File: src/rtl/dmem_pkg.sv
// -----------------------------------------------------------------------------
// dmem_pkg
// Shared types and helpers for the data-memory stage.
//   state_t        : FSM states IDLE / REQ / WAIT
//   F3_*           : RV32 load/store funct3 encodings
//   size_t         : access size decoded from funct3 (undefined codes -> word)
//   f3_size        : funct3 -> size_t
//   byte_en        : byte enables for a size and address offset
//   is_misaligned  : natural-alignment check for a size and address offset
//   load_extend    : lane extraction and sign/zero extension of a read word
// The helpers operate on a fixed 4-lane (32-bit) word.
// -----------------------------------------------------------------------------
package dmem_pkg;

  typedef enum logic [1:0] {
    IDLE = 2'd0,
    REQ  = 2'd1,
    WAIT = 2'd2
  } state_t;

  localparam logic [2:0] F3_B  = 3'b000;
  localparam logic [2:0] F3_H  = 3'b001;
  localparam logic [2:0] F3_W  = 3'b010;
  localparam logic [2:0] F3_BU = 3'b100;
  localparam logic [2:0] F3_HU = 3'b101;

  typedef enum logic [1:0] {
    SZ_B = 2'd0,
    SZ_H = 2'd1,
    SZ_W = 2'd2
  } size_t;

  // Undefined encodings (011, 11x) fall into the word case.
  function automatic size_t f3_size(input logic [2:0] f3);
    case (f3)
      F3_B, F3_BU: return SZ_B;
      F3_H, F3_HU: return SZ_H;
      default:     return SZ_W;
    endcase
  endfunction

  // Halfwords only look at a[1]; words always enable every lane.
  function automatic logic [3:0] byte_en(input logic [2:0] f3, input logic [1:0] a);
    case (f3_size(f3))
      SZ_B:    return 4'b0001 << a;
      SZ_H:    return a[1] ? 4'b1100 : 4'b0011;
      default: return 4'b1111;
    endcase
  endfunction

  function automatic logic is_misaligned(input logic [2:0] f3, input logic [1:0] a);
    case (f3_size(f3))
      SZ_B:    return 1'b0;
      SZ_H:    return a[0];
      default: return a != 2'b00;
    endcase
  endfunction

  // f3[2] distinguishes the unsigned variants (BU/HU) from B/H.
  function automatic logic [31:0] load_extend(input logic [2:0]  f3,
                                               input logic [1:0]  a,
                                               input logic [31:0] w);
    logic signed [7:0]  b;
    logic signed [15:0] h;
    b = w[{a, 3'b000} +: 8];
    h = a[1] ? w[31:16] : w[15:0];
    case (f3_size(f3))
      SZ_B:    return f3[2] ? {24'd0, b} : 32'(b);
      SZ_H:    return f3[2] ? {16'd0, h} : 32'(h);
      default: return w;
    endcase
  endfunction

endpackage

File: src/rtl/dmem_if.sv
// -----------------------------------------------------------------------------
// dmem_if
// Data-memory bus: req/gnt request phase followed by an rvalid read response.
//   mem_req    : request, held until mem_gnt
//   mem_we     : 1 = write
//   mem_addr   : word-aligned byte address
//   mem_be     : byte enables
//   mem_wdata  : lane-steered write data
//   mem_gnt    : request accepted this cycle
//   mem_rvalid : read data valid
//   mem_rdata  : read word
// master = the requesting stage, slave = the memory.
// -----------------------------------------------------------------------------
interface dmem_if #(
  parameter int XLEN   = 32,
  parameter int ADDR_W = 32
);
  logic              mem_req;
  logic              mem_we;
  logic [ADDR_W-1:0] mem_addr;
  logic [3:0]        mem_be;
  logic [XLEN-1:0]   mem_wdata;
  logic              mem_gnt;
  logic              mem_rvalid;
  logic [XLEN-1:0]   mem_rdata;

  modport master (
    output mem_req, mem_we, mem_addr, mem_be, mem_wdata,
    input  mem_gnt, mem_rvalid, mem_rdata
  );

  modport slave (
    input  mem_req, mem_we, mem_addr, mem_be, mem_wdata,
    output mem_gnt, mem_rvalid, mem_rdata
  );
endinterface

File: src/rtl/dmem_align.sv
// -----------------------------------------------------------------------------
// dmem_align
// Combinational byte-lane logic for the data-memory stage.
//   st_funct3, st_addr_lo, st_data : incoming store request (size, offset, data)
//   st_be, st_lanes                : byte enables and lane-replicated store data
//   ld_funct3, ld_addr_lo, ld_word : captured load size/offset and bus read word
//   ld_value                       : selected lane, sign- or zero-extended
// -----------------------------------------------------------------------------
module dmem_align
  import dmem_pkg::*;
#(
  parameter int XLEN = 32
) (
  input  logic [2:0]      st_funct3,
  input  logic [1:0]      st_addr_lo,
  input  logic [XLEN-1:0] st_data,
  output logic [3:0]      st_be,
  output logic [XLEN-1:0] st_lanes,
  input  logic [2:0]      ld_funct3,
  input  logic [1:0]      ld_addr_lo,
  input  logic [XLEN-1:0] ld_word,
  output logic [XLEN-1:0] ld_value
);

  // Replicating the data lets the memory pick it up from whichever lane
  // the byte enables select, so no shifter is needed.
  always_comb begin
    st_be    = byte_en(st_funct3, st_addr_lo);
    st_lanes = st_data;
    case (f3_size(st_funct3))
      SZ_B:    st_lanes = {4{st_data[7:0]}};
      SZ_H:    st_lanes = {2{st_data[15:0]}};
      default: st_lanes = st_data;
    endcase
  end

  assign ld_value = load_extend(ld_funct3, ld_addr_lo, ld_word);

endmodule

File: src/rtl/dmem_stage.sv
// -----------------------------------------------------------------------------
// dmem_stage
// Data-memory stage between execute and writeback. Accepts one load/store,
// runs it on the data-memory bus and returns aligned/extended load data.
// Ports:
//   clk, rst        : clock, synchronous active-high reset
//   req_valid       : execute presents a memory op
//   req_ready       : stage can accept (IDLE only)
//   req_load/store  : op kind (load wins when both are set)
//   req_funct3      : size/sign (B, H, W, BU, HU)
//   req_addr        : byte address
//   req_wdata       : LSB-justified store data
//   req_rd          : load destination register
//   mem             : dmem_if master (req/gnt/rvalid bus)
//   load_active     : one-cycle pulse, next_rd/next_rd_value hold a completed load
//   next_rd         : load destination
//   next_rd_value   : aligned, extended load value
//   exc_valid       : misaligned-access pulse
//   exc_addr        : faulting address
// Build option: define MISALIGN_TRAP_EN to trap misaligned H/W accesses
// (no bus request, exc_valid pulse). Without it exc_valid/exc_addr stay 0
// and misaligned accesses go out with forced alignment.
// -----------------------------------------------------------------------------
module dmem_stage
  import dmem_pkg::*;
#(
  parameter int XLEN       = 32,
  parameter int ADDR_W     = 32,
  parameter int REG_ADDR_W = 5
) (
  input  logic                  clk,
  input  logic                  rst,
  input  logic                  req_valid,
  output logic                  req_ready,
  input  logic                  req_load,
  input  logic                  req_store,
  input  logic [2:0]            req_funct3,
  input  logic [ADDR_W-1:0]     req_addr,
  input  logic [XLEN-1:0]       req_wdata,
  input  logic [REG_ADDR_W-1:0] req_rd,
  dmem_if.master                mem,
  output logic                  load_active,
  output logic [REG_ADDR_W-1:0] next_rd,
  output logic [XLEN-1:0]       next_rd_value,
  output logic                  exc_valid,
  output logic [ADDR_W-1:0]     exc_addr
);

  state_t                state;
  logic [2:0]            funct3_q;
  logic [1:0]            addr_lo_q;
  logic [REG_ADDR_W-1:0] rd_q;
  logic                  mem_we_q;
  logic [ADDR_W-1:0]     mem_addr_q;
  logic [3:0]            mem_be_q;
  logic [XLEN-1:0]       mem_wdata_q;

  logic                  accept;
  logic                  trap;
  logic [3:0]            st_be;
  logic [XLEN-1:0]       st_lanes;
  logic [XLEN-1:0]       ld_value;

  dmem_align #(.XLEN(XLEN)) u_align (
    .st_funct3  (req_funct3),
    .st_addr_lo (req_addr[1:0]),
    .st_data    (req_wdata),
    .st_be      (st_be),
    .st_lanes   (st_lanes),
    .ld_funct3  (funct3_q),
    .ld_addr_lo (addr_lo_q),
    .ld_word    (mem.mem_rdata),
    .ld_value   (ld_value)
  );

  assign accept = req_valid & (req_load | req_store) & (state == IDLE);

`ifdef MISALIGN_TRAP_EN
  assign trap = is_misaligned(req_funct3, req_addr[1:0]);
`else
  assign trap = 1'b0;
`endif

  assign req_ready      = (state == IDLE);
  assign mem.mem_req    = (state == REQ);
  assign mem.mem_we     = mem_we_q;
  assign mem.mem_addr   = mem_addr_q;
  assign mem.mem_be     = mem_be_q;
  assign mem.mem_wdata  = mem_wdata_q;

  always_ff @(posedge clk) begin
    if (rst) begin
      state         <= IDLE;
      funct3_q      <= 3'd0;
      addr_lo_q     <= 2'd0;
      rd_q          <= '0;
      mem_we_q      <= 1'b0;
      mem_addr_q    <= '0;
      mem_be_q      <= 4'd0;
      mem_wdata_q   <= '0;
      load_active   <= 1'b0;
      next_rd       <= '0;
      next_rd_value <= '0;
      exc_valid     <= 1'b0;
      exc_addr      <= '0;
    end else begin
      load_active <= 1'b0;
      exc_valid   <= 1'b0;
      case (state)
        IDLE: begin
          if (accept && trap) begin
            exc_valid <= 1'b1;
            exc_addr  <= req_addr;
          end else if (accept) begin
            funct3_q    <= req_funct3;
            addr_lo_q   <= req_addr[1:0];
            rd_q        <= req_rd;
            mem_we_q    <= ~req_load;
            mem_addr_q  <= {req_addr[ADDR_W-1:2], 2'b00};
            mem_be_q    <= st_be;
            mem_wdata_q <= st_lanes;
            state       <= REQ;
          end
        end
        // An rvalid coinciding with gnt belongs to nobody and is dropped.
        REQ: begin
          if (mem.mem_gnt) begin
            state <= mem_we_q ? IDLE : WAIT;
          end
        end
        WAIT: begin
          if (mem.mem_rvalid) begin
            next_rd       <= rd_q;
            next_rd_value <= ld_value;
            load_active   <= 1'b1;
            state         <= IDLE;
          end
        end
        default: state <= IDLE;
      endcase
    end
  end

endmodule

File: src/flat_wrapper.sv
// flat-port wrapper written by rule: the top's interface ports become plain ports
module dmem_stage_flat import dmem_pkg::*;
#(
  parameter int XLEN       = 32,
  parameter int ADDR_W     = 32,
  parameter int REG_ADDR_W = 5
)
  (clk, rst, req_valid, req_ready, req_load, req_store, req_funct3, req_addr, req_wdata, req_rd, load_active, next_rd, next_rd_value, exc_valid, exc_addr, mem_mem_req, mem_mem_we, mem_mem_addr, mem_mem_be, mem_mem_wdata, mem_mem_gnt, mem_mem_rvalid, mem_mem_rdata);
  dmem_if #(.XLEN(XLEN), .ADDR_W(ADDR_W)) mem_i ();
  input  logic clk;
  input  logic rst;
  input  logic req_valid;
  output logic req_ready;
  input  logic req_load;
  input  logic req_store;
  input  logic [2:0] req_funct3;
  input  logic [ADDR_W-1:0] req_addr;
  input  logic [XLEN-1:0] req_wdata;
  input  logic [REG_ADDR_W-1:0] req_rd;
  output logic load_active;
  output logic [REG_ADDR_W-1:0] next_rd;
  output logic [XLEN-1:0] next_rd_value;
  output logic exc_valid;
  output logic [ADDR_W-1:0] exc_addr;
  output wire logic [$bits(mem_i.mem_req)-1:0] mem_mem_req;
  output wire logic [$bits(mem_i.mem_we)-1:0] mem_mem_we;
  output wire logic [$bits(mem_i.mem_addr)-1:0] mem_mem_addr;
  output wire logic [$bits(mem_i.mem_be)-1:0] mem_mem_be;
  output wire logic [$bits(mem_i.mem_wdata)-1:0] mem_mem_wdata;
  input wire logic [$bits(mem_i.mem_gnt)-1:0] mem_mem_gnt;
  input wire logic [$bits(mem_i.mem_rvalid)-1:0] mem_mem_rvalid;
  input wire logic [$bits(mem_i.mem_rdata)-1:0] mem_mem_rdata;
  assign mem_mem_req = mem_i.mem_req;
  assign mem_mem_we = mem_i.mem_we;
  assign mem_mem_addr = mem_i.mem_addr;
  assign mem_mem_be = mem_i.mem_be;
  assign mem_mem_wdata = mem_i.mem_wdata;
  assign mem_i.mem_gnt = mem_mem_gnt;
  assign mem_i.mem_rvalid = mem_mem_rvalid;
  assign mem_i.mem_rdata = mem_mem_rdata;
  dmem_stage #(.XLEN(XLEN), .ADDR_W(ADDR_W), .REG_ADDR_W(REG_ADDR_W)) u_core (.clk(clk), .rst(rst), .req_valid(req_valid), .req_ready(req_ready), .req_load(req_load), .req_store(req_store), .req_funct3(req_funct3), .req_addr(req_addr), .req_wdata(req_wdata), .req_rd(req_rd), .mem(mem_i), .load_active(load_active), .next_rd(next_rd), .next_rd_value(next_rd_value), .exc_valid(exc_valid), .exc_addr(exc_addr));
endmodule
File: config.mk
export PLATFORM = sky130hd
export DESIGN_NAME = dmem_stage_flat
export DESIGN_NICKNAME = d
export VERILOG_FILES = /design/src/rtl/dmem_pkg.sv /design/src/rtl/dmem_if.sv /design/src/rtl/dmem_align.sv /design/src/rtl/dmem_stage.sv /design/src/flat_wrapper.sv
export SDC_FILE = /design/constraint.sdc
export NUM_CORES = 1
export LEC_CHECK = 0
export ABC_AREA = 1
export CORE_MARGIN = 3
export CORE_UTILIZATION = 41
export CTS_CLUSTER_SIZE = 30
export DETAILED_ROUTE_END_ITERATION = 16
export PLACE_DENSITY = 0.82
export SLEW_MARGIN = 10
export SYNTH_ARGS = -nofsm -noshare
export SYNTH_HDL_FRONTEND = slang
export SYNTH_HIERARCHICAL = 1
export SYNTH_SLANG_ARGS = --single-unit
File: constraint.sdc
create_clock -name clk -period 1.5 [get_ports clk]
set_clock_uncertainty 0.15 [all_clocks]
set_input_delay 0.225 -clock clk [delete_from_list [all_inputs] [get_ports clk]]
set_output_delay 0.225 -clock clk [all_outputs]
set_load 0.005 [all_outputs]
# After elaboration in Yosys (flattened, before gate mapping)
# Cells that the tools add are included.
[totals] regBits=117 out_inout_bits=142
[classes] n_eq_ne=13 shifts=2 n_mux=15 bitwise_logic=5 n_reduce_logical=13
[ops] op="$pmux 32 s2" count=2
[ops] op="$mux 32" count=2
[ops] op="$shiftx 32x6->8" count=1
[ops] op="$mux 16" count=1
[ops] op="$eq 3x3->1 const B" count=4
[ops] op="$reduce_or 2->1" count=5
[ops] op="$mux 2" count=4
[ops] op="$pmux 2 s2" count=2
[ops] op="$pmux 4 s2" count=1
[ops] op="$eq 2x1->1 const B" count=3
[ops] op="$eq 3x1->1 const B" count=2
[ops] op="$logic_not 2->1" count=3
[ops] op="$logic_not 3->1" count=2
[ops] op="$pmux 2 s3" count=1
[ops] op="$mux 4" count=1
[ops] op="$ne 2x1->1 const B" count=2
[ops] op="$reduce_and 2->1" count=2
[ops] op="$shl 1x2->4 const A" count=1
[ops] op="$reduce_and 3->1" count=1
[ops] op="$and 1x1->1" count=2
[ops] op="$eq 2x2->1 const B" count=1
[ops] op="$ne 2x2->1 const B" count=1
[ops] op="$not 1->1" count=2
[ops] op="$mux 1" count=1
[ops] op="$or 1x1->1" count=1

# Longest topological paths before layout
# Gate-level depths: netlist of the first run.
[depth] depth_word=5 mapped_depth=11 ltp_nobuf=9

# By module
# Netlist of the first run, hierarchy kept.
[by_module_without_submodules] module="dmem_stage" instances=1 cells_each=881 area_each_um2=5751.8 seq_area_each_um2=2342.2
[by_module_without_submodules] module="dmem_align" instances=1 cells_each=248 area_each_um2=1323.8 seq_area_each_um2=0.0

# Worst setup path after synthesis of the first run
# OpenSTA, ideal clock, no wires.
[synth_timing] path_kind="reg-to-reg" startpoint="reg u_core.addr_lo_q[1]" endpoint="reg u_core.next_rd_value[27]" setup_ps=70 t_arrival_ps=1248 t_required_ps=1280 path_slack_ps=32 path_stages_with_launch=9 period_less_slack_ps=1468 cell_sequence="dfxtp_1 buf_6 nand2_1 nand2_2 nand3_2 buf_4 nand3_2 nand4_1 a21oi_1"
[synth_between] elab_chain_len=3
[synth_rtl] element="start, declared" line_no="dmem_stage.sv:51" source="logic [1:0] addr_lo_q;"
[synth_rtl] element="start signal, assigned" line_no="dmem_stage.sv:116" source="addr_lo_q <= req_addr[1:0];"
[synth_rtl] element="$shiftx 32x6->8 / $mux 16 (equally long branches)" line_no="dmem_pkg.sv:65, dmem_pkg.sv:66"
[synth_rtl] element="$mux 32 (on tied branches)" line_no="dmem_pkg.sv:68, dmem_pkg.sv:69"
[synth_rtl] element="$pmux 32 s2 *" line_no="dmem_pkg.sv:67" source="case (f3_size(f3))"
[synth_rtl] element="net u_core.ld_value[27]" line_no="dmem_stage.sv:62" source="logic [XLEN-1:0] ld_value;"
[synth_rtl] element="end signal, assigned" line_no="dmem_stage.sv:134" source="next_rd_value <= ld_value;"
[synth_rtl] element="end, declared" line_no="dmem_stage.sv:44" source="output logic [XLEN-1:0] next_rd_value,"
# The timed path passes the listed nets; every way through them passes the cells marked *.
# A chain may end at the register's enable or synchronous reset.

# Worst setup path after layout of the first run
[layout_timing] startpoint="reg u_core.addr_lo_q[1]" endpoint="reg u_core.next_rd_value[22]"
# Same word-level chain as after synthesis.

==> run_results.csv, run 1 <==
group,metric,value,unit
timing,achievable-frequency,611,MHz
timing,rsz0062_at_grt,"true",
layout,n_antenna_cell,0,
clocking,number_of_buffers_inserted_by_hold_repair_at_cts,0,
global_route,number_of_antenna_violations_at_the_first_check_in_global_routing,2,
worst_setup_path,max_fanout_on_critical_path,8,
timing,layout_worst_path_cycle_share,109,%
die,starting_density_of_the_core,42.2,%
worst_setup_path,worst_path_max_delay_cell,"sky130_fd_sc_hd__dfxtp_4",
clocking,clock_latency,420,ps
worst_setup_path,required,1700,ps
layout,nets,1465,
layout,fin_util,62.9,%
global_route,largest_net_degree_at_the_start_of_global_routing,61,
clocking,cts.path.max_buffers,2,
timing,finalSetupViolations,29,
worst_setup_path,critPathLaunchType,"flip-flop",
power,leakage_power_summed_over_all_cells,0.00575,uW
global_route,wire_length_of_the_first_global_routing_pass,35800,um
worst_setup_path,path_cells,"buf_12 -> inv_12 -> nand2_4 -> nand2_4 -> nand2_4 -> nand2_4 -> nand2_8 -> buf_12 -> nand3_2 -> nand4_1 -> a21oi_1",
timing,timing.final.max_slew_violations,0,
detailed_routing,routed_wire_length_per_instance,15.0,um
worst_setup_path,criticalPathCategory,"flip-flop to flip-flop",
detailed_routing,via_per_inst,4.84,
worst_setup_path,crit_arrival,1830,ps
clocking,numClockSinks,117,
detailed_routing,vias,7685,
synth,synth_area,7080,um2
clocking,cts-buffers-inserted,17,
worst_setup_path,reg2reg_setup_slack,-140,ps
synth,yosys_warnings,6,
worst_setup_path,cp-startpoint,"u_core/addr_lo_q[1]$_SDFFE_PP0P_",
clocking,tritoncts,"yes",
global_route,grt.total_usage,24.3,%
layout,synthToLayoutAreaGrowth,48.9,%
global_route,first_global_vias,7155,
synth,synth_enable_flop_cells,0,
run_status,outcome,"finished, violations left",
synth,synth.yosys.seq_area_share,33.1,%
die,core,16800,um2
timing,final.min_clock_period,1640,ps
run_status,failing_checks,"setup timing",
die,ioPinCount,253,
synth,ys.flop_type,"sky130_fd_sc_hd__dfxtp_1",
detailed_routing,detailedRoute.firstPassIterationCount,5,
synth,ys_async_sr_fraction,0,%
worst_setup_path,reg2regPathDepth,11,
worst_setup_path,r2r-start,"u_core/addr_lo_q[1]$_SDFFE_PP0P_",
worst_setup_path,worst_r2r_endpoint,"u_core/next_rd_value[22]$_SDFFE_PP0P_",
place,place_hpwl,15500,um
timing,setup_slack,-136,ps
synth,synth_top_cells_by_area,"sky130_fd_sc_hd__dfxtp_1, sky130_fd_sc_hd__nand2_1, sky130_fd_sc_hd__inv_1, sky130_fd_sc_hd__nand4_1, sky130_fd_sc_hd__buf_4",
timing,worst_hold_slack,240,ps
worst_setup_path,timing.critical_path.to,"u_core/next_rd_value[22]$_SDFFE_PP0P_",
worst_setup_path,worst_path_largest_cell_delay,360,ps
worst_hold_path,hold_depth,5,
detailed_routing,drt_iter0_drc,625,
power,worst_ir_drop_vdd,0.859,mV
die,die-height,137,um
clocking,ctsRootBufferMaster,"sky130_fd_sc_hd__clkbuf_16",
synth,syn_area_per_cell,6.27,um2
die,die_w,137,um
die,placement_rows,47,
power,p_per_area,969,nW/um2
worst_hold_path,hp-class,"primary input to flip-flop",
detailed_routing,route.final.wire_length,23800,um
place,port_buffer_cells,217,
clocking,clock_tree.htree_level_count,4,
synth,synth_largest_type_area_fraction,33.1,%
detailed_routing,route.detailed.drc,0,
synth,synthesis.instances,1129,
synth,synth_cell_types,31,
worst_setup_path,crit_path_frequent_cell,"sky130_fd_sc_hd__nand2_4",
synth,yosys.cell_count.top_type,"sky130_fd_sc_hd__nand2_1",
place,place_congestion,0.850,
synth,synth_seq_cells,117,
synth,synth.top_cells.by_count,"sky130_fd_sc_hd__nand2_1, sky130_fd_sc_hd__inv_1, sky130_fd_sc_hd__dfxtp_1, sky130_fd_sc_hd__nand4_1, sky130_fd_sc_hd__nor2_1",
timing,final_hold_viol_count,0,
synth,synth.largest_area_cell,"sky130_fd_sc_hd__dfxtp_1",
detailed_routing,drtAntennaViolNets,0,
flow_run,cap_violations,0,
layout,final_layout_size_suffix_gt1_share,14.4,%
die,fp.dieArea,18900,um2
worst_setup_path,crit_path_end_kind,"flip-flop",
global_route,total_global_routing_overflow,0,
clocking,path_clk_slew,60,ps
stage by stage:
step           setup slack (ps)  power [uW]  area, um2  setup TNS (ps)  instances
3_5_place_dp               -484        5890       9520          -27320       1535
6_report                   -136       10200      10500           -2820       1587
3_3_place_gp               -431        5860       9520          -24730       1535
4_1_cts                    -147       10200      10400           -2860       1583
5_1_grt                    -254       10700      10500           -6430       1587
2_1_floorplan              32.0        4850       7200               0       1163
cell usage in the layout, fill, tap and decap left out, types with 4 or more instances in the layout:
| cell type | instances |
|---|---|
| sky130_fd_sc_hd__dfxtp_2 | 20 |
| sky130_fd_sc_hd__inv_1 | 242 |
| sky130_fd_sc_hd__clkinv_2 | 5 |
| sky130_fd_sc_hd__nand2_1 | 312 |
| sky130_fd_sc_hd__conb_1 | 35 |
| sky130_fd_sc_hd__buf_12 | 16 |
| sky130_fd_sc_hd__nor2_1 | 81 |
| sky130_fd_sc_hd__buf_4 | 42 |
| sky130_fd_sc_hd__clkdlybuf4s50_1 | 108 |
| sky130_fd_sc_hd__nand3_2 | 21 |
| sky130_fd_sc_hd__clkbuf_8 | 5 |
| sky130_fd_sc_hd__o21ai_0 | 12 |
| sky130_fd_sc_hd__buf_6 | 11 |
| sky130_fd_sc_hd__a21oi_1 | 38 |
| sky130_fd_sc_hd__and2_4 | 7 |
| sky130_fd_sc_hd__nand4_1 | 114 |
| sky130_fd_sc_hd__nand2_4 | 7 |
| sky130_fd_sc_hd__dlygate4sd2_1 | 105 |
| sky130_fd_sc_hd__dfxtp_1 | 94 |
| sky130_fd_sc_hd__inv_2 | 4 |
| sky130_fd_sc_hd__nand2_2 | 9 |
| sky130_fd_sc_hd__buf_16 | 7 |
| sky130_fd_sc_hd__nand3_1 | 11 |
| sky130_fd_sc_hd__o211ai_1 | 10 |
| sky130_fd_sc_hd__clkbuf_16 | 19 |
layer usage:
metal  part of all wire, %  GRT usage (%)
met1                    39           28.5
met2                    47           40.1
met3                    11           8.84
met4                   2.8           9.92
met5                  0.13              0
how the worst min path moves through the flow:
stage,startpoint,endpoint,slack [ps]
after floorplan,mem_mem_gnt,u_core/state[1]$_SDFFE_PP0P_,240
after global placement,u_core/next_rd[0]$_SDFFE_PP0P_,u_core/next_rd[0]$_SDFFE_PP0P_,300
after detailed placement,u_core/next_rd[0]$_SDFFE_PP0P_,u_core/next_rd[0]$_SDFFE_PP0P_,300
after CTS,req_valid,u_core/mem.mem_addr[7]$_SDFFE_PP0P_,220
after global routing,req_valid,u_core/mem.mem_addr[11]$_SDFFE_PP0P_,260
final,req_valid,u_core/mem.mem_addr[7]$_SDFFE_PP0P_,240
what timing repair did:
item | in CTS | in global routing
gates cloned | 6 | 2
setup buffers | 12 | 2
endpoints found under the setup margin | 166 | 62
gates resized for setup | 166 | 31
pin swaps | 37 | 17
hold endpoints to repair | 0 | 0
cell families after synthesis:
| group | Yosys count | share of synthesized area (%) |
|---|---|---|
| DFF | 117 | 33.1 |
| buffers and inverters | 369 | 23.7 |
| AOI/OAI and AO/OA | 63 | 4.85 |
| and+or+nand+nor | 579 | 38.3 |
| other | 1 | 0.0530 |
registers in the layout, summed over array words and instances, names as in the netlist:
| name | flops |
|---|---|
| u_core/funct3_q | 3 |
| u_core/addr_lo_q | 2 |
| u_core/mem.mem_we | 1 |
| u_core/state | 2 |
| u_core/load_active | 1 |
| u_core/mem.mem_be | 4 |
| u_core/mem.mem_addr | 30 |
| u_core/next_rd | 5 |
| u_core/mem.mem_wdata | 32 |
| u_core/next_rd_value | 32 |
| u_core/rd_q | 5 |
area by class of cell:
| class | instances | area (um2) |
|---|---|---|
| multi-input cells | 677 | 3320 |
| flip-flops and latches | 117 | 2380 |
| inverters | 248 | 945 |
| fillers | 1517 | 6220 |
| well taps | 220 | 275 |
| clock inverters | 8 | 96.3 |
| clock buffers | 24 | 502 |
| repair buffers | 293 | 3020 |
worst max-delay path, delay by kind of cell, from the launching register on:
kind	cells	cell delay, ps
and+or+nand+nor	7	540
buffers and inverters	3	380
DFF	1	360
AOI/OAI and AO/OA	1	150
report_power, final:
part	switching, uW	internal [uW]	leakage (uW)
Combinational	1360	1280	0.00448
Sequential	119	3320	0.000970
Clock	1480	2660	0.000296
Note: power is estimated with default switching activity, not from simulation.
==> run 2, diff against run 1 <==
--- a/config.mk
+++ b/config.mk
@@ -7,10 +7,12 @@
 export LEC_CHECK = 0
 export ABC_AREA = 1
 export CORE_MARGIN = 3
-export CORE_UTILIZATION = 41
+export CORE_UTILIZATION = 42
+export CTS_BUF_LIST = sky130_fd_sc_hd__clkbuf_8
 export CTS_CLUSTER_SIZE = 30
 export DETAILED_ROUTE_END_ITERATION = 16
-export PLACE_DENSITY = 0.82
+export HOLD_SLACK_MARGIN = 0.08
+export PLACE_DENSITY = 0.81
 export SLEW_MARGIN = 10
 export SYNTH_ARGS = -nofsm -noshare
 export SYNTH_HDL_FRONTEND = slang
==> run 2 against run 1 <==
Effect of this change: the flow still finishes with violations (setup timing); clock power shrank 21%; via count grew 3.3%; core utilization grew 4.9 points; hold slack lost 16 ps.
==> run_results.csv, run 2 (synthesis gave the netlist of run 1 again) <==
group,metric,value,unit
clocking,path_clk_slew,80,ps
clocking,ctsRootBufferMaster,"sky130_fd_sc_hd__clkbuf_8",
run_status,failing_checks,"setup timing",
layout,final_layout_size_suffix_gt1_share,24.9,%
detailed_routing,route.final.wire_length,24400,um
place,dp_worst_setup_slack,-453,ps
place,port_buffer_cells,217,
worst_setup_path,worst_path_max_delay_cell,"sky130_fd_sc_hd__dfxtp_4",
flow_run,cap_violations,0,
global_route,grt.total_usage,24.5,%
timing,final.min_clock_period,1650,ps
timing,achievable-frequency,608,MHz
worst_setup_path,crit_path_end_kind,"flip-flop",
clocking,number_of_buffers_inserted_by_hold_repair_at_cts,0,
layout,nets,1472,
detailed_routing,drtAntennaViolNets,0,
layout,commonest_non_fill_non_tap_cell_in_the_layout,"sky130_fd_sc_hd__nand2_1",
clocking,cts-buffers-inserted,17,
worst_setup_path,crit_arrival,1870,ps
timing,timing.final.max_slew_violations,0,
detailed_routing,detail_route.wirelength.met1,9180,um
global_route,total_global_routing_overflow,0,
worst_setup_path,critPathLaunchType,"flip-flop",
worst_setup_path,path_cells,"buf_12 -> buf_6 -> nand2_2 -> and2_4 -> or2_1 -> nand3_2 -> nand4_1 -> a21oi_1",
timing,setup_slack,-145,ps
timing,rsz0062_at_grt,"true",
die,die-height,136,um
detailed_routing,met3_wirelength,2840,um
die,placement_rows,46,
clocking,clock_latency,440,ps
worst_hold_path,hp-class,"primary input to flip-flop",
die,ioPinCount,253,
power,leakage_power_summed_over_all_cells,0.00577,uW
layout,layout_common_cells,"sky130_fd_sc_hd__nand2_1, sky130_fd_sc_hd__inv_1, sky130_fd_sc_hd__nand4_1",
timing,final_hold_viol_count,0,
worst_setup_path,worstPathBufferInverterCount,2,
place,place_congestion,0.931,
global_route,first_global_vias,7400,
die,core,16200,um2
detailed_routing,vias,7935,
worst_setup_path,max_fanout_on_critical_path,7,
layout,fin_util,67.8,%
layout,synthToLayoutAreaGrowth,55.0,%
detailed_routing,route.detailed.drc,0,
detailed_routing,detailedRoute.firstPassIterationCount,6,
die,starting_density_of_the_core,43.7,%
place,place_hpwl,15700,um
power,p_per_area,884,nW/um2
worst_setup_path,required,1730,ps
timing,layout_worst_path_cycle_share,110,%
die,die_w,136,um
worst_setup_path,worst_path_largest_cell_delay,470,ps
run_status,outcome,"finished, violations left",
global_route,number_of_antenna_violations_at_the_first_check_in_global_routing,2,
detailed_routing,top_layer_used,"met4",
global_route,wire_length_of_the_first_global_routing_pass,35900,um
detailed_routing,met2WireLength,11600,um
timing,worst_hold_slack,224,ps
timing,finalSetupViolations,34,
clocking,numClockSinks,117,
detailed_routing,drt_iter0_drc,718,
clocking,clock_tree.htree_level_count,4,
detailed_routing,via_per_inst,4.99,
die,fp.dieArea,18400,um2
clocking,cts.path.max_buffers,2,
power,worst_ir_drop_vdd,0.645,mV
worst_setup_path,criticalPathCategory,"flip-flop to flip-flop",
clocking,tritoncts,"yes",
worst_setup_path,worst_path_dominant_cell_family,"simple AND/OR/NAND/NOR gates",
detailed_routing,routed_wire_length_per_instance,15.4,um
global_route,largest_net_degree_at_the_start_of_global_routing,49,
[run 2: cell types whose count changed in the layout (fill, tap and decap cells not counted), sizes merged, moves of 2 or more]
| cell | delta |
|---|---|
| clkinvlp | +4 |
| clkbuf | -3 |
| bufinv | +2 |
| buf | +5 |
[run 2: power by group]
part,switching [uW],internal (uW)
combinational,1560,1430
clock,1360,1890
sequential,132,3320
[run 2: worst min-delay path: stages]
cell                      delay, ps
sky130_fd_sc_hd__buf_2          160
sky130_fd_sc_hd__buf_4          180
sky130_fd_sc_hd__nand4_1         80
sky130_fd_sc_hd__nand2_1         50
sky130_fd_sc_hd__nor2_1          90
[run 2: cell type report]
type                            instances  area [um2]
Antenna cell                            1        2.50
Clock buffer                           19         262
Clock inverter                         13         181
Fill cell                            1339        5200
Inverter                              248         953
Multi-Input combinational cell        677        3770
Sequential cell                       117        2390
Tap cell                              216         270
Timing Repair Buffer                  300        3140
[run 2: what timing repair did]
action / in CTS / in global routing
endpoints found under the setup margin: 149 / 116
resized for setup: 204 / 193
cloned: 6 / 4
buffers inserted: 16 / 9
pin swaps: 53 / 100
[run 2: path summary, 6_finish.rpt]
path / start / end / slack (ps) / cells past startpoint
max: u_core/addr_lo_q[1]$_SDFFE_PP0P_ / u_core/next_rd_value[14]$_SDFFE_PP0P_ / -150 / 8
min: req_valid / u_core/mem.mem_addr[30]$_SDFFE_PP0P_ / 220 / 5
max reg2reg: u_core/addr_lo_q[1]$_SDFFE_PP0P_ / u_core/next_rd_value[14]$_SDFFE_PP0P_ / -150 / 8
min reg2reg: u_core/next_rd_value[14]$_SDFFE_PP0P_ / u_core/next_rd_value[14]$_SDFFE_PP0P_ / 310 / 2
[run 2: per-layer routing]
metal	track usage (%)	up-vias
met1	28.7	3628
met4	11.1	0
li1	-	3819
met2	40.6	424
met5	0	-
met3	8.47	64
[run 2: stage by stage]
stage	cells	area (um2)	TNS (ps)	power [uW]
2_1_floorplan	1163	7200	0	4850
3_3_place_gp	1529	9530	-26940	5850
3_5_place_dp	1529	9530	-28710	5890
4_1_cts	1580	10400	-1960	9340
5_1_grt	1590	11000	-6650	10200
6_report	1591	11000	-2090	9700
==> run 3, diff against run 2 <==
--- a/config.mk
+++ b/config.mk
@@ -5,9 +5,8 @@
 export SDC_FILE = /design/constraint.sdc
 export NUM_CORES = 1
 export LEC_CHECK = 0
-export ABC_AREA = 1
-export CORE_MARGIN = 3
-export CORE_UTILIZATION = 42
+export CORE_MARGIN = 2
+export CORE_UTILIZATION = 41
 export CTS_BUF_LIST = sky130_fd_sc_hd__clkbuf_8
 export CTS_CLUSTER_SIZE = 30
 export DETAILED_ROUTE_END_ITERATION = 16
==> run 3 against run 2 <==
Effect of this change: the run still ends with setup timing left; cell count decreased by 28%; area after synthesis decreased by 11%; hold slack worse by 26 ps; sequential share of layout area rose by 4.2 points; clock-buffer cell count increased by 1; synthesized cell count is 37% lower; register-to-register slack worse by 90 ps; final area decreased by 16%; worst setup slack got worse by 88 ps; combinational power fell by 41%; clock power fell by 13%; largest cell class unchanged; largest power group unchanged; highest routed layer unchanged.
==> run_results.csv, run 3 <==
group,metric,value,unit
layout,final_cell_area,9200,um2
worst_setup_path,criticalPathCategory,"flip-flop to flip-flop",
clocking,clock_latency,420,ps
clocking,tritoncts,"yes",
die,die-height,128,um
worst_setup_path,reg2reg_setup_slack,-230,ps
die,placement_rows,45,
die,fp.dieArea,16400,um2
clocking,cts.path.max_buffers,2,
layout,synthToLayoutAreaGrowth,45.5,%
synth,syn_area_per_cell,8.92,um2
timing,rsz0062_at_grt,"true",
layout,filler_cell_count_in_the_final_layout,1293,
worst_setup_path,required,1660,ps
detailed_routing,routed_wire_length_per_instance,15.2,um
timing,setup_tns,-4030,ps
synth,synth.yosys.seq_area_share,37.0,%
worst_setup_path,max_fanout_on_critical_path,8,
die,core,15100,um2
timing,timing.final.max_slew_violations,0,
power,worst_ir_drop_vdd,0.493,mV
timing,setup_slack,-234,ps
global_route,wire_length_of_the_first_global_routing_pass,27200,um
synth,synth_top_cells_by_area,"sky130_fd_sc_hd__dfxtp_1, sky130_fd_sc_hd__mux2i_1, sky130_fd_sc_hd__nand2b_1, sky130_fd_sc_hd__nand2_1, sky130_fd_sc_hd__buf_4",
die,starting_density_of_the_core,41.7,%
synth,yosys.cell_count.top_type,"sky130_fd_sc_hd__nand2b_1",
layout,nets,1049,
detailed_routing,via_per_inst,4.87,
place,place_congestion,0.869,
layout,final_layout_size_suffix_gt1_share,16.9,%
timing,finalSetupViolations,29,
worst_hold_path,hp-class,"primary input to flip-flop",
timing,worst_hold_slack,197,ps
place,placed_area,8700,um2
clocking,cts-buffers-inserted,17,
die,die_w,128,um
global_route,first_global_vias,5288,
layout,fin_util,60.7,%
timing,achievable-frequency,577,MHz
worst_setup_path,critPathLaunchType,"flip-flop",
detailed_routing,route.detailed.drc,0,
timing,final_hold_viol_count,0,
detailed_routing,drt_iter0_drc,424,
synth,synth_seq_cells,117,
global_route,largest_net_degree_at_the_start_of_global_routing,58,
global_route,grt.total_usage,21.1,%
worst_setup_path,crit_arrival,1900,ps
layout,commonest_non_fill_non_tap_cell_in_the_layout,"sky130_fd_sc_hd__nand2b_1",
synth,synth_area,6320,um2
synth,synth.top_cells.by_count,"sky130_fd_sc_hd__nand2b_1, sky130_fd_sc_hd__dfxtp_1, sky130_fd_sc_hd__mux2i_1, sky130_fd_sc_hd__nand2_1, sky130_fd_sc_hd__buf_4",
clocking,post_cts_buffers,0,
synth,synth.largest_area_cell,"sky130_fd_sc_hd__dfxtp_1",
global_route,total_global_routing_overflow,0,
place,place_hpwl,12400,um
clocking,numClockSinks,117,
global_route,number_of_antenna_violations_at_the_first_check_in_global_routing,0,
synth,yosys_warnings,6,
synth,synth_largest_type_area_fraction,37.0,%
detailed_routing,route.final.wire_length,17400,um
timing,final.min_clock_period,1730,ps
run_status,failing_checks,"setup timing",
worst_setup_path,crit_path_end_kind,"flip-flop",
die,ioPinCount,253,
synth,synth_cell_types,36,
clocking,clock_tree.htree_level_count,4,
run_status,outcome,"finished, violations left",
clocking,ctsRootBufferMaster,"sky130_fd_sc_hd__clkbuf_8",
flow_run,cap_violations,0,
detailed_routing,detailedRoute.firstPassIterationCount,5,
synth,ys_async_sr_fraction,0,%
detailed_routing,vias,5544,
synth,synth_enable_flop_cells,0,
place,port_buffer_cells,217,
power,leakage_power_summed_over_all_cells,0.00401,uW
clocking,path_clk_slew,70,ps
layout,n_antenna_cell,0,
synth,synthesis.instances,709,
layout,layout_common_cells,"sky130_fd_sc_hd__nand2b_1, sky130_fd_sc_hd__clkdlybuf4s50_1, sky130_fd_sc_hd__dlygate4sd2_1",
detailed_routing,drtAntennaViolNets,0,
power,p_per_area,867,nW/um2
synth,ys.flop_type,"sky130_fd_sc_hd__dfxtp_1",
timing,layout_worst_path_cycle_share,116,%
## run 3: metal layers
metal | share of wire [%] | vias to the layer above | GRT usage (%)
met2 | 47 | 272 | 34.4
met3 | 9.6 | 32 | 8.22
li1 | - | 2753 | -
met5 | 0 | - | 0
met1 | 41 | 2487 | 24.8
met4 | 2.4 | 0 | 8.53
## run 3: path summary, 6_finish.rpt
| check | start | to | cells past startpoint |
|---|---|---|---|
| worst min-delay path | req_addr[28] | u_core/mem.mem_addr[28]$_SDFFE_PP0P_ | 3 |
| worst min register to register | u_core/rd_q[3]$_SDFFE_PP0P_ | u_core/next_rd[3]$_SDFFE_PP0P_ | 2 |
| worst max-delay path | u_core/addr_lo_q[1]$_SDFFE_PP0P_ | u_core/next_rd_value[13]$_SDFFE_PP0P_ | 5 |
| worst max register to register | u_core/addr_lo_q[1]$_SDFFE_PP0P_ | u_core/next_rd_value[13]$_SDFFE_PP0P_ | 5 |
## run 3: cell families (layout without fill, tap and decap cells)
group	after synthesis	count (layout)	synth area share, %
muxes	118	118	19.2
DFF	117	117	37.0
and+or+nand+nor	274	274	23.4
buffers and inverters	101	308	10.4
other	1	35	0.0593
AOI/OAI and AO/OA	98	99	9.92
## run 3: repair_timing
| item | CTS | global route |
|---|---|---|
| endpoints found under the setup margin | 146 | 40 |
| gates cloned | 1 | 1 |
| pin swaps | 11 | 4 |
| hold endpoints to repair | 6 | 0 |
| hold buffers | 1 | 0 |
| gates resized for setup | 174 | 23 |
## run 3: cell type report
| type | instances | area, um2 | area share, % |
|---|---|---|---|
| repair buffers | 271 | 2570 | 28.0 |
| well taps | 188 | 235 | 2.56 |
| inverters | 5 | 18.8 | 0.204 |
| multi-input cells | 526 | 3590 | 39.1 |
| flip-flops and latches | 117 | 2390 | 26.0 |
| clock buffers | 20 | 275 | 2.99 |
| clock inverters | 12 | 113 | 1.22 |
## run 3: per-stage QoR
step	std cells	power, uW	setup WS [ps]
global placement	1104	5170	-496
global route	1139	8360	-297
detailed placement	1104	5190	-540
floorplan	743	4400	-138
CTS	1138	8010	-234
finish	1139	7970	-234
## run 3: critical path: stages, from the launching register on
cell and delay [ps]:
sky130_fd_sc_hd__dfxtp_4 390, sky130_fd_sc_hd__mux4_2 510, sky130_fd_sc_hd__nor4b_4 180, sky130_fd_sc_hd__a221o_1 270, sky130_fd_sc_hd__nand2_1 60, sky130_fd_sc_hd__a21oi_1 60
## run 3: power by group
group	switching (uW)	leakage, uW	internal [uW]
Combinational	750	0.00283	1010
Sequential	101	0.000969	3280
Clock	1260	0.000212	1580
==> edit, RTL diff (flow settings as in run 1) <==
The option `MISALIGN_TRAP_EN` is turned on by a define.
--- a/src/rtl/dmem_stage.sv
+++ b/src/rtl/dmem_stage.sv
@@ -21,6 +21,8 @@
 // (no bus request, exc_valid pulse). Without it exc_valid/exc_addr stay 0
 // and misaligned accesses go out with forced alignment.
 // -----------------------------------------------------------------------------
+`define MISALIGN_TRAP_EN
+
 module dmem_stage
   import dmem_pkg::*;
 #(
Check against the original RTL: not equivalent (a bounded check fails within 4 cycles, from zero or initial values and one cycle with rst high).
==> edit against run 1 <==
The run still ends with negative setup slack left. Sequential share of layout area increased by 4.5 points. First-iteration DRC count decreased by 17%. Power increased by 21%. Worst setup slack got worse by 0.023 ns. Wire length increased by 4.9%. Cell area increased by 6.3%. Critical path type is now in2reg. Sequential cell count increased by 33. Synthesized area decreased by 5.8%. Utilization increased by 9.2 points. Non-clock buffer count increased by 47.
==> edit: results (changes against run 1) <==
Status -> complete, but fails checks (unchanged)
Failing checks -> negative setup slack (unchanged)
Worst stage delay on the critical path -> 0.49 ns (was 0.36 ns)
Fin worst setup slack -> -0.159 ns (was -0.136 ns)
Commonest cells in the netlist -> 230 x nor2_1, 150 x dfxtp_1, 149 x o21ai_0, 133 x nand2_1, 53 x inv_1 (was 319 x nand2_1, 243 x inv_1, 117 x dfxtp_1, 114 x nand4_1, 84 x nor2_1)
Crit-path slowest cell -> clkdlybuf4s50_1 (was dfxtp_4)
Met3 wire len -> 2310 µm (was 2560 µm)
Clock latency on the worst-skew pair -> 0.42 ns (about the same)
Setup Viol. Count Final -> 134 (was 29)
Met2 wire len -> 12500 µm (was 11200 µm)
Number of antenna violations at the first check in global routing -> 0 (was 2)
Fillcell total -> 1185 (was 1517)
Max VDD drop -> 0.000899 V (was 0.000859 V)
Distinct cells, synth -> 32 (was 31)
Synth top area cells -> dfxtp_1 45%, nor2_1 13%, o21ai_0 11% (was dfxtp_1 33%, nand2_1 17%, inv_1 13%)
Wire per inst -> 17.4 µm (was 15.0 µm)
Leak -> 5.26 nW (was 5.75 nW)
DPL Wire Length -> 15400 µm (was 15500 µm)
GPL Wtd Cong -> 0.892 (was 0.850)
Vias in the first global route -> 6816 (was 7155)
Register area share after synthesis -> 0.451 (was 0.331)
Crit Path Max Fanout -> 22 (was 8)
Nets -> 1321 (was 1465)
Tot GR Track Use -> 0.235 (was 0.243)
First-pass GRT wire length -> 34100 µm (was 35800 µm)
Met1 WL -> 9230 µm (was 9300 µm)
Max Used Layer -> met4 (was met5)
Worst EP arrival -> 1.81 ns (was 1.83 ns)
Routed vias/inst -> 5.16 (was 4.84)
CP delay by family, top -> buffers and inverters (was simple AND/OR/NAND/NOR gates)
Starting DRT DRC Count -> 518 (was 625)
Share of layout cells above drive strength 1 -> 0.256 (was 0.144)
Number of buffers added on ports -> 250 (was 217)
## edit: cell families (layout without fill, tap and decap cells)
| kind of cell | Yosys count | in the layout | synth area share |
|---|---|---|---|
| and+or+nand+nor | 429 | 429 | 0.281 |
| AOI/OAI and AO/OA | 211 | 211 | 0.164 |
| DFF | 150 | 150 | 0.451 |
| buffers and inverters | 130 | 431 | 0.103 |
| other | 1 | 2 | 0.000563 |
## edit: layer usage
layer	up-vias	global-route usage
met4	0	0.0829
met2	370	0.403
li1	3518	-
met5	-	0
met3	68	0.0819
met1	3450	0.274
## edit: area by class of cell
type / instances / area share
clock buffer: 18 / 0.0392
tap: 211 / 0.0236
inverter: 59 / 0.0222
timing repair buffer: 340 / 0.311
clock inverter: 14 / 0.0168
multi-input combinational: 642 / 0.317
sequential: 150 / 0.270
## edit: worst min-delay path: cells and delay by family
family,cells,cell delay (ns)
AND/OR/NAND/NOR,2,0.13
buffers and inverters,2,0.31
## edit: what timing repair did
item | CTS | global route
setup endpoints to repair | 187 | 91
cloned | 1 | 14
pin swaps | 26 | 50
buffers inserted | 3 | 4
hold buffers | 0 | 0
endpoints found under the hold margin | 0 | 0
resized for setup | 213 | 213
## edit: worst paths after layout
kind	startpoint	endpoint	slack (ns)	cells past startpoint
max	req_funct3[0]	u_core/mem.mem_addr[21]	-0.16	8
max reg2reg	u_core/state[1]	u_core/mem.mem_addr[14]	-0.12	7
min	req_funct3[1]	u_core/funct3_q[1]	0.15	4
min reg2reg	u_core/next_rd_value[7]	u_core/next_rd_value[7]	0.29	2
## edit: power breakdown
| group | internal [mW] | total, mW | switching (mW) | leakage, nW |
|---|---|---|---|---|
| clock network | 2.71 | 4.55 | 1.83 | 0.298 |
| logic | 1.61 | 3.23 | 1.62 | 3.73 |
| registers | 4.37 | 4.58 | 0.213 | 1.23 |
| total | 8.69 | 12.4 | 3.67 | 5.26 |
## edit: per-stage QoR
step                instance area, µm²  power, mW  setup TNS, ns  std cells  setup slack, ns
floorplan                         6670       5.90              0        922           0.0101
global placement                  9690       7.36         -48.80       1380           -0.455
detailed placement                9690       7.42         -52.29       1380           -0.516
CTS                              10300       11.8          -1.51       1416          -0.0902
global route                     11200       12.9         -15.27       1434           -0.187
finish                           11200       12.4          -6.45       1434           -0.159
